===== src/rtl/extern_return_router_buffered.sv =====
// Return router: pairs an index stream with a data stream and steers each
// word to one of several buffered ready/valid outputs, dropping bad indices.
module extern_return_router_buffered #(
    parameter int INDEX_WIDTH = 2,
    parameter int DATA_WIDTH = 16,
    parameter int NUM_OUTPUT_PORTS = 3,
    parameter int LOG_DEPTH = 4,
    parameter int OUT_FIFO_DEPTH = 2,
    parameter int USE_PORT_INDEX_MAP = 0,
    parameter int PORT_INDEX_MAP_VALUE_WIDTH = 3,
    parameter int PORT_INDEX_MAP_DEPTH = 4,
    parameter logic [0:PORT_INDEX_MAP_DEPTH-1][PORT_INDEX_MAP_VALUE_WIDTH-1:0]
        PORT_INDEX_MAP = '0,
    parameter int DROP_COUNT_WIDTH = 16
) (
    input  logic                                     clk,
    input  logic                                     rst,
    input  logic                                     input_index_valid,
    output logic                                     input_index_ready,
    input  logic [INDEX_WIDTH-1:0]                   input_index_data,
    input  logic                                     input_data_valid,
    output logic                                     input_data_ready,
    input  logic [DATA_WIDTH-1:0]                    input_data_data,
    output logic [NUM_OUTPUT_PORTS-1:0]              output_valid,
    input  logic [NUM_OUTPUT_PORTS-1:0]              output_ready,
    output logic [NUM_OUTPUT_PORTS*DATA_WIDTH-1:0]   output_data,
    output logic [LOG_DEPTH:0]                       index_fifo_count,
    output logic [DROP_COUNT_WIDTH-1:0]              drop_count,
    output logic                                     error_sticky
);

    localparam int IDX_DEPTH = 1 << LOG_DEPTH;
    localparam int OPW = (OUT_FIFO_DEPTH > 1) ? $clog2(OUT_FIFO_DEPTH) : 1;
    localparam int OCW = $clog2(OUT_FIFO_DEPTH + 1);
    localparam int NP = NUM_OUTPUT_PORTS;

    // Index FIFO state
    logic [INDEX_WIDTH-1:0] idx_mem_q [IDX_DEPTH];
    logic [LOG_DEPTH-1:0]   idx_wr_q;
    logic [LOG_DEPTH-1:0]   idx_rd_q;
    logic [LOG_DEPTH:0]     idx_cnt_q;
    logic                   idx_full;
    logic                   idx_empty;
    logic                   idx_push;
    logic                   idx_pop;
    logic [INDEX_WIDTH-1:0] head;

    // Output FIFO state
    logic [DATA_WIDTH-1:0]  ofifo_q [NP][OUT_FIFO_DEPTH];
    logic [OPW-1:0]         owr_q [NP];
    logic [OPW-1:0]         ord_q [NP];
    logic [OCW-1:0]         ocnt_q [NP];
    logic [NP-1:0]          ofull;
    logic [NP-1:0]          opop;
    logic [NP-1:0]          opush;

    // Routing
    int                     tgt_port;
    logic                   tgt_ok;
    logic [NP-1:0]          sel;
    logic                   room;
    logic                   data_fire;
    logic                   drop;

    logic [DROP_COUNT_WIDTH-1:0] drop_cnt_q;
    logic                        err_q;

    function automatic logic [OPW-1:0] next_ptr(input logic [OPW-1:0] p);
        if (p == OPW'(OUT_FIFO_DEPTH - 1)) begin
            return '0;
        end
        return p + OPW'(1);
    endfunction

    assign idx_full  = (idx_cnt_q == (LOG_DEPTH+1)'(IDX_DEPTH));
    assign idx_empty = (idx_cnt_q == '0);
    assign head      = idx_mem_q[idx_rd_q];

    assign input_index_ready = !rst && !idx_full;
    assign idx_push          = input_index_valid && input_index_ready;
    assign data_fire         = input_data_valid && input_data_ready;
    assign idx_pop           = data_fire;
    assign drop              = data_fire && !tgt_ok;

    assign index_fifo_count = idx_cnt_q;
    assign drop_count       = drop_cnt_q;
    assign error_sticky     = err_q;

    // Resolve the head index to an output port and decide if it exists
    always_comb begin
        int  head_u;
        logic in_map;
        head_u   = int'(32'(head));
        tgt_port = 0;
        in_map   = 1'b0;
        if (USE_PORT_INDEX_MAP != 0) begin
            for (int i = 0; i < PORT_INDEX_MAP_DEPTH; i++) begin
                if (head_u == i) begin
                    tgt_port = int'(32'(PORT_INDEX_MAP[i]));
                    in_map   = 1'b1;
                end
            end
        end else begin
            tgt_port = head_u;
            in_map   = 1'b1;
        end
        tgt_ok = in_map && (tgt_port < NP) && (tgt_port >= 0);
    end

    // Per-port status, output presentation and data-side ready
    always_comb begin
        output_valid = '0;
        output_data  = '0;
        ofull        = '0;
        opop         = '0;
        opush        = '0;
        sel          = '0;
        room         = 1'b0;
        for (int p = 0; p < NP; p++) begin
            output_valid[p] = !rst && (ocnt_q[p] != '0);
            output_data[p*DATA_WIDTH +: DATA_WIDTH] = ofifo_q[p][ord_q[p]];
            ofull[p] = (ocnt_q[p] == OCW'(OUT_FIFO_DEPTH));
            opop[p]  = output_valid[p] && output_ready[p];
            sel[p]   = tgt_ok && (tgt_port == p);
            if (sel[p] && (!ofull[p] || opop[p])) begin
                room = 1'b1;
            end
        end
        input_data_ready = !rst && !idx_empty && (!tgt_ok || room);
        for (int p = 0; p < NP; p++) begin
            opush[p] = data_fire && sel[p];
        end
    end

    // Index FIFO pointers and occupancy
    always_ff @(posedge clk) begin
        if (rst) begin
            idx_wr_q  <= '0;
            idx_rd_q  <= '0;
            idx_cnt_q <= '0;
        end else begin
            if (idx_push) begin
                idx_wr_q <= idx_wr_q + LOG_DEPTH'(1);
            end
            if (idx_pop) begin
                idx_rd_q <= idx_rd_q + LOG_DEPTH'(1);
            end
            if (idx_push && !idx_pop) begin
                idx_cnt_q <= idx_cnt_q + (LOG_DEPTH+1)'(1);
            end else if (!idx_push && idx_pop) begin
                idx_cnt_q <= idx_cnt_q - (LOG_DEPTH+1)'(1);
            end
        end
    end

    // Index FIFO storage; contents are don't-care while empty
    always_ff @(posedge clk) begin
        if (idx_push) begin
            idx_mem_q[idx_wr_q] <= input_index_data;
        end
    end

    // Output FIFO pointers and occupancy
    always_ff @(posedge clk) begin
        for (int p = 0; p < NP; p++) begin
            if (rst) begin
                owr_q[p]  <= '0;
                ord_q[p]  <= '0;
                ocnt_q[p] <= '0;
            end else begin
                if (opush[p]) begin
                    owr_q[p] <= next_ptr(owr_q[p]);
                end
                if (opop[p]) begin
                    ord_q[p] <= next_ptr(ord_q[p]);
                end
                if (opush[p] && !opop[p]) begin
                    ocnt_q[p] <= ocnt_q[p] + OCW'(1);
                end else if (!opush[p] && opop[p]) begin
                    ocnt_q[p] <= ocnt_q[p] - OCW'(1);
                end
            end
        end
    end

    // Output FIFO storage
    always_ff @(posedge clk) begin
        for (int p = 0; p < NP; p++) begin
            if (opush[p]) begin
                ofifo_q[p][owr_q[p]] <= input_data_data;
            end
        end
    end

    // Saturating drop counter and sticky error flag
    always_ff @(posedge clk) begin
        if (rst) begin
            drop_cnt_q <= '0;
            err_q      <= 1'b0;
        end else if (drop) begin
            err_q <= 1'b1;
            if (drop_cnt_q != '1) begin
                drop_cnt_q <= drop_cnt_q + DROP_COUNT_WIDTH'(1);
            end
        end
    end

endmodule

===== config.mk =====
export PLATFORM = sky130hd
export DESIGN_NAME = extern_return_router_buffered
export DESIGN_NICKNAME = d
export VERILOG_FILES = /design/src/rtl/extern_return_router_buffered.sv
export SDC_FILE = /design/constraint.sdc
export NUM_CORES = 1
export LEC_CHECK = 0
export ABC_CLOCK_PERIOD_IN_PS = 5200
export CAP_MARGIN = 20
export CORE_AREA = 2 2 142 144
export DETAILED_ROUTE_END_ITERATION = 12
export DIE_AREA = 0 0 144 146
export GPL_TIMING_DRIVEN = 0
export SYNTH_ARGS = -nofsm -noshare
export SYNTH_HDL_FRONTEND = slang
export SYNTH_SLANG_ARGS = --single-unit

===== constraint.sdc =====
create_clock -name clk -period 5.2 [get_ports clk]
set_input_delay 0.78 -clock clk [delete_from_list [all_inputs] [get_ports clk]]
set_output_delay 0.78 -clock clk [all_outputs]
set_load 0.1 [all_outputs]

==> results, run 1 <==
- The leading area contributor after synthesis is sky130_fd_sc_hd__edfxtp_1.
- The number of slew-limit violations in the final report was 0.
- Of the synthesized area, sequential elements account for 66.7%.
- The number of port buffers is 98.
- The routed length per instance is 16.8 microns.
- In the synthesized netlist the dominant register cell turns out to be sky130_fd_sc_hd__edfxtp_1.
- The net count of the mapped netlist is 543.
- The die is 144 microns wide.
- The fill cell total of the finished layout is 1,700.
- The share of the cycle needed by the critical path after routing is 90.5%.
- In the global route stage, overall resource usage came out at 14.7%.
- Max-cap violations in this run came to 0.
- Data arrives at the worst endpoint at 3.93 ns.
- The clock slew seen by the registers of the worst setup and hold paths is 0.06 ns.
- The destination of the worst hold path is error_sticky.
- The insertion delay to the later sink of the worst-skew pair is 0.42 ns.
- At the pin with the least slew margin, the transition time is 1.02 ns.
- The largest fanout of any net on the critical path is 5.
- The number of top-level design ports is 100.
- In this run the worst hold path is classified as flip-flop to flip-flop.
- The biggest cell delay along the critical path is 0.78 ns.
- In this run the register-to-register setup slack is 1.25 ns.
- The number of antenna violations at the first check in global routing is 0.
- The ratio of cells with drive above 1 in the final layout is 17.1%.
- For the final database, setup skew stands at 0.0102 ns.
- The area taken by flip-flops and latches is 0.00488 sq mm.
- The number of instances in the synthesized netlist is 503.
- The final layout contains 664 nets.
- The number of failing setup endpoints in the final timing report is 0.
- The CTS tree is yes.
- After floorplanning, the core was divided into 51 placement rows.
- The net switching fraction of the power is 34.7%.
- The worst hold path begins at error_sticky.
- The total buffers and inverters traversed by the critical path is 2.
- Entering global routing, the biggest net connects 18 pins.
- In the synthesized netlist the async set-or-reset flop fraction comes to 0%.
- The worst register-to-register path has a depth of 15.
- The setup path with the least slack is of type input port to primary output.
- The number of cells traversed by the worst hold path is 2.
- The maximum clock path buffer count is 2.
- Setup repair after global routing left no endpoint under its margin.
- The signal on the critical path passes through clkdlybuf4s50_1, or3b_2, and4_1, o31ai_1, nand3_1, or2_2, a21oi_1, dlymetal6s2s_1.
- Power spread over the standard cell area amounts to 439 mW/mm^2.
- The via count of the routed design is 4,409.
- The final standard cell utilization of the core is 48.2%.
- The HPWL after detailed placement is 10,600 microns.
- The highest ir drop seen on vdd is 0.599 mV.
- CTS placed an instance of sky130_fd_sc_hd__clkbuf_16 at the clock tree root.
- The leakage power of the design is 0.00315 uW.
- The required time reported for the critical path endpoint is 4.42 ns.
- The critical register-to-register path endpoint is index_fifo_count[4].
- Buffers inserted during clock tree synthesis total 17.
- The global-route wire length before repair is 23,800 microns.
- After detailed routing, the total wire length is 15,200 microns.
- The core region is 0.0193 sq mm.
- Headroom to the max-slew limit came out at 32.1%.
- The internal portion of the total power is 2670 uW.
- Summing every instance area after synthesis gives 0.00732 sq mm.
- The share of total power dissipated in sequential elements is 40.3%.
- For this run, design rule violations remaining after detail routing come to 0.
- In the final timing run, aggregate negative setup slack is 0 ns.
- The number of vias per cell is 4.89.
- The height of the chip is 146 microns.
- For this run, the number of Yosys warnings is 0.
- Once the floorplan was initialized, standard cells occupied 37.9% of the core.
- The clock period could shrink to 4.71 ns.
- The commonest cells after synthesis are sky130_fd_sc_hd__edfxtp_1, sky130_fd_sc_hd__mux2_2, sky130_fd_sc_hd__nor2_1.
- After synthesis, the cell types taking the most area are sky130_fd_sc_hd__edfxtp_1, sky130_fd_sc_hd__dfxtp_1, sky130_fd_sc_hd__mux2_2, sky130_fd_sc_hd__ha_1, sky130_fd_sc_hd__nor2_1.
- The most common cell in the synthesized netlist is sky130_fd_sc_hd__edfxtp_1.
- The mean area per synthesized cell is 14.6 sq um.
- The slowest stage of the critical path belongs to the cell sky130_fd_sc_hd__dlymetal6s2s_1.
- The number of enable flip-flop cells after synthesis is 140.
- The initial detailed-routing violation count is 246.
- The synthesis-stage register bit count is 174.
- The area of combinational cells with multiple inputs is 0.00229 sq mm.
- The floorplan step defined a die boundary enclosing 0.0210 sq mm.
- STA classifies the critical path endpoint as a primary output.
- The clock net in this run drives a total of 174 sinks.
- Based on the critical path, the design can be clocked at up to 0.213 GHz.
- Global routing finished with a remaining overflow of 0.
- The synthesized design devotes to its leading area cell type 57.4% of total area.
- The number of global-route vias before repair came to 4,418.
- The count of cell types in the netlist is 49.
- The switching component of the power is 1420 uW.
- The area growth from synthesis to layout is 27.3%.
- The final RePlAce weighted congestion is 0.844.
- The count of nets left with antenna violations once routing finished came out at 0.
- The worst setup path is launched from an input port.
- In this run the number of H-tree levels came out at 4.
- For this run, the detailed router's first-pass iteration total came to 4.
- The run finished with clean final reports.
- The relative contribution of combinational cells to total power is 28.4%.
- The clock power share is 31.3%.
- The repair_antennas step left the layout with diodes totalling 0.
- The final number of hold-violating endpoints is 0.
- The number of hold-repair buffers added at the cts stage is 0.
- Broken down by cell family, the worst path's largest delay share belongs to buffers and inverters.
## power groups by stage
stage	clock network (uW)	registers, uW	logic, uW
after floorplan	0	1810	742
after CTS	1310	1650	1170
final	1280	1650	1160
after detailed placement	0	1680	1160
after global routing	1370	1660	1230
after global placement	0	1670	1140
## tightest hold or removal path, cell delays in order (launching register included)
cell,delay (ns)
sky130_fd_sc_hd__dfxtp_1,0.31
sky130_fd_sc_hd__inv_1,0.05
sky130_fd_sc_hd__a21oi_1,0.05
## layout make-up
type	instances	share of cell area [%]
clock inverter	12	1.65
buffer	21	1.18
clock buffer	20	4.79
tap	265	3.56
multi-input combinational	294	24.5
sequential	174	52.4
timing repair buffer	102	11.3
inverter	14	0.564
## layout by cell type, fill, tap and decap left out, types with 4 or more instances in the layout
cell / instances
sky130_fd_sc_hd__nand3_1: 9
sky130_fd_sc_hd__clkbuf_1: 16
sky130_fd_sc_hd__dfxtp_1: 34
sky130_fd_sc_hd__and3_1: 6
sky130_fd_sc_hd__xnor2_1: 16
sky130_fd_sc_hd__clkbuf_16: 17
sky130_fd_sc_hd__mux2i_1: 7
sky130_fd_sc_hd__or3_1: 5
sky130_fd_sc_hd__nand2_1: 27
sky130_fd_sc_hd__nor2b_1: 5
sky130_fd_sc_hd__and2_1: 4
sky130_fd_sc_hd__mux2_2: 50
sky130_fd_sc_hd__edfxtp_1: 140
sky130_fd_sc_hd__xor2_1: 6
sky130_fd_sc_hd__inv_1: 14
sky130_fd_sc_hd__o21ai_0: 9
sky130_fd_sc_hd__mux4_1: 6
sky130_fd_sc_hd__nor3_1: 23
sky130_fd_sc_hd__nand2b_1: 4
sky130_fd_sc_hd__mux4_2: 4
sky130_fd_sc_hd__nor2_1: 43
sky130_fd_sc_hd__nand4_1: 7
sky130_fd_sc_hd__clkdlybuf4s50_1: 97
sky130_fd_sc_hd__and4_1: 4
sky130_fd_sc_hd__ha_1: 14
sky130_fd_sc_hd__a21oi_1: 13
## worst max-delay path by stage
stage | startpoint | to | depth (start not counted)
finish | output_ready[1] | input_data_ready | 8
global route | output_ready[1] | input_data_ready | 8
CTS | output_ready[1] | input_data_ready | 8
detailed placement | output_ready[1] | input_data_ready | 8
global placement | output_ready[1] | input_data_ready | 8
floorplan | index_fifo_count[0] | index_fifo_count[4] | 13
## per-stage QoR
step                      power (uW)  instances  worst slack (ns)  instance area, sq um  hold slack, ns
final                           4090        902             0.494                  9320           0.451
after global routing            4260        902             0.360                  9320           0.493
after CTS                       4130        902             0.124                  9320           0.458
after detailed placement        2840        870             0.139                  8720           0.448
after global placement          2820        866             0.132                  8640           0.441
after floorplan                 2560        503             0.266                  7320           0.427
## metal layers
layer / vias to the layer above / global-route usage [%] / routed length [microns]
met5: - / 0 / 0
met4: 0 / 4.80 / 228
met3: 21 / 3.13 / 643
met2: 117 / 23.7 / 7300
met1: 2157 / 19.8 / 6990
li1: 2114 / - / -
## flip-flops by register name, indices dropped and copies added, names as in the netlist, named ones only
| name | flops |
|---|---|
| ofifo_q | 96 |
| idx_mem_q | 32 |
| drop_count | 16 |
| ocnt_q | 6 |
| index_fifo_count | 5 |
| idx_rd_q | 4 |
| idx_wr_q | 4 |
| ord_q | 3 |
| owr_q | 3 |
| error_sticky | 1 |
## kinds of logic (layout without fill, tap and decap cells)
family	count (synthesis)	in the layout	synth area share (%)
muxes	67	67	12.0
buffers and inverters	35	169	2.22
adders and majority gates	15	15	2.66
xor gates and xnor gates	22	22	2.63
AOI/OAI and AO/OA	33	33	2.75
DFF	174	174	66.7
and+or+nand+nor	157	157	11.0
## timing repair
| action | 4_1_cts | 5_1_grt |
|---|---|---|
| endpoints found under the setup margin | 0 | 1 |
| gates resized for setup | 0 | 1 |
| buffers inserted | 0 | 0 |
Power figures use the tool's default switching activity.
==> run 2, diff against run 1 <==
- REMOVE_ABC_BUFFERS: not set -> 1
==> run 2 against run 1 <==
Against the previous run:
- register-to-register slack worse by 0.17 ns
- via count down 0.86%
- maximum frequency shrank 5.3%
- first-iteration DRC count down 11%
- wire length shrank 1.6%
- clock-buffer cell count unchanged
- worst setup slack got worse by 0.26 ns
- combinational power fell by 4%
- final area decreased by 1.7%
- utilization down 0.82 points
- clock skew is 0.0016 ns lower
- critical path type unchanged
- largest cell class unchanged
==> results, run 2 (synthesis gave the netlist of run 1 again) <==
- Buffers added to address setup during post-CTS repair amount to 0.
- Counting I/O delays and the setup requirement, the final critical path takes 4.97 ns.
- Buffers placed on the I/O ports in this run total 99.
- STA puts the critical path data required time at 4.42 ns.
- Across the routed clock network, the largest skew measured is 0.00861 ns.
- The final number of hold-violating endpoints was 0.
- The finished layout holds 882 standard cells, fillers aside.
- Clock tree synthesis found a total of 174 sinks.
- The die covers 0.0210 sq mm.
- The global-route wire length before repair is 22,700 microns.
- The number of antenna violations at the first check in global routing is 0.
- For this block, the via count after detailed routing is 4,371.
- The routed length per instance is 16.9 microns.
- The worst slew margin relative to its limit is 29.3%.
- Global routing used 14.1% of the available tracks across all layers.
- The clock slew seen by the registers of the worst setup and hold paths is 0.06 ns.
- Using the TritonRoute via totals, the vias-per-cell ratio works out to 4.96.
- Buffers inserted to repair hold after CTS numbered 0.
- In this run, the number of DRC markers left after iteration 0 of detailed routing was 218.
- STA classifies the critical path startpoint as an input port.
- For this run, design rule violations remaining after detail routing come to 0.
- The most common library cell in the layout ignoring fill and taps is sky130_fd_sc_hd__edfxtp_1.
- The x dimension of the die is 144 microns.
- Setup violations remaining at the end of the flow were counted as 0.
- The transition at the pin with the smallest max-transition slack is 1.06 ns.
- At the end of the flow, the number of nets in the layout was 644.
- The power density over the cells is 434 mW/mm^2.
- The number of slew-limit violations in the final report is 0.
- The worst hold path class is flip-flop to flip-flop.
- The number of placed cells counting well taps is 850.
- The kind of capture point of the worst setup path is a primary output.
- The number of global-route vias before repair came to 4,348.
- The worst path uses 95.5% of the clock period.
- Across the run, the number of max-cap violations was 0.
- The total routed wirelength is 14,900 microns.
- Of all nets on the critical path, the largest fanout is 45.
- The minimum setup slack after placement is 0.235 ns.
- Setup repair after global routing left no endpoint under its margin.
- By startpoint and endpoint, the worst setup path is classified as input port to primary output.
- After routing the design area is 0.00917 sq mm.
- The leakage power of the design is 0.00306 uW.
- At the worst endpoint, the arrival time is 4.19 ns.
- The number of resized instances in the post-cts repair step is 0.
- Based on the critical path, the design can be clocked at up to 0.201 GHz.
- Once detail routing completed, the nets flagged for antenna violations numbered 0.
- The sum of net half-perimeters after detailed placement is 10,000 microns.
- The maximum clock path buffer count is 2.
- The top cell types in the final layout, fill and taps aside, are sky130_fd_sc_hd__edfxtp_1, sky130_fd_sc_hd__clkdlybuf4s50_1, sky130_fd_sc_hd__mux2_2, sky130_fd_sc_hd__nor2_1, sky130_fd_sc_hd__dfxtp_1.
- The height of the chip is 146 microns.
- The post-route netlist has 16.4% of its cells at a drive strength greater than 1.
- The final RePlAce weighted congestion is 0.809.
- The worst path meets setup with 0.233 ns of slack.
- Entering global routing, the biggest net connects 46 pins.
- The depth of the CTS H-tree is 4.
- The area growth from synthesis to layout is 25.1%.
- The clock root buffer master is sky130_fd_sc_hd__clkbuf_16.
- For this design the top-level I/O count stands at 100.
- The number of flip-flops in the largest register is 96.
- The highest ir drop seen on vdd is 0.534 mV.
- The final standard cell utilization of the core is 47.4%.
- The total CTS buffers is 17.
- The initial core utilization is 37.9%.
- Summed over all layers, the global routing overflow is 0.
- The floorplan has 51 rows.
- The flow ran to the end, and the final reports show no timing, DRC or antenna violations.
- The completed layout was analyzed and its total power is 3970 uW.
- The number of detailed-route iterations in the first pass is 4.
- The insertion delay to the later sink of the worst-skew pair is 0.42 ns.
- The placed instances occupy a cell area of 0.00861 sq mm.
- The antenna cell count is 0.
- The core region is 0.0193 sq mm.
- TritonCTS built the clock tree.
## run 2: changes by cell type in the layout (fill, tap and decap cells not counted), moves of 2 or more
cell	delta
sky130_fd_sc_hd__clkinv_1	+2
sky130_fd_sc_hd__buf_4	-2
sky130_fd_sc_hd__clkbuf_1	-13
sky130_fd_sc_hd__buf_6	-3
sky130_fd_sc_hd__inv_8	-2
sky130_fd_sc_hd__clkinv_4	+4
## run 2: stage by stage
stage,hold slack (ns),setup TNS (ns)
2_1_floorplan,0.427,0
3_3_place_gp,0.440,-23.29
3_5_place_dp,0.443,0
4_1_cts,0.458,0
5_1_grt,0.473,0
6_report,0.459,0
## run 2: final timing paths
check	startpoint	end	slack [ns]	cells after the start
max	rst	input_data_ready	0.23	8
min	error_sticky	error_sticky	0.46	2
max reg2reg	flip-flop	index_fifo_count[4]	1.08	14
min reg2reg	error_sticky	error_sticky	0.46	2
## run 2: critical path, cell delays in order
cell	delay, ns
sky130_fd_sc_hd__buf_2	0.36
sky130_fd_sc_hd__or3b_2	0.64
sky130_fd_sc_hd__and4_1	0.23
sky130_fd_sc_hd__o31ai_1	0.38
sky130_fd_sc_hd__nand3_1	0.10
sky130_fd_sc_hd__or2_2	0.32
sky130_fd_sc_hd__a21oi_1	0.15
sky130_fd_sc_hd__clkdlybuf4s50_1	1.19
## run 2: routing by layer
layer  global-route usage [%]  wire length (microns)
met1                     18.3                   6920
met4                     4.12                    170
met3                     3.52                    646
met2                     23.4                   7180
met5                        0                      0
## run 2: report_power, final
part / switching, uW / internal (uW) / leakage, uW / total, uW
sequential: 90.0 / 1590 / 0.00156 / 1680
combinational: 776 / 337 / 0.00124 / 1110
clock: 519 / 662 / 0.000260 / 1180
total: 1390 / 2590 / 0.00306 / 3970
## run 2: final cells by class
cell class                      count  area, sq um
Timing Repair Buffer              103         1060
Fill cell                        1719        10200
Tap cell                          265          332
Inverter                           14         52.6
Clock inverter                     12          114
Multi-Input combinational cell    294         2290
Sequential cell                   174         4880
Clock buffer                       20          437
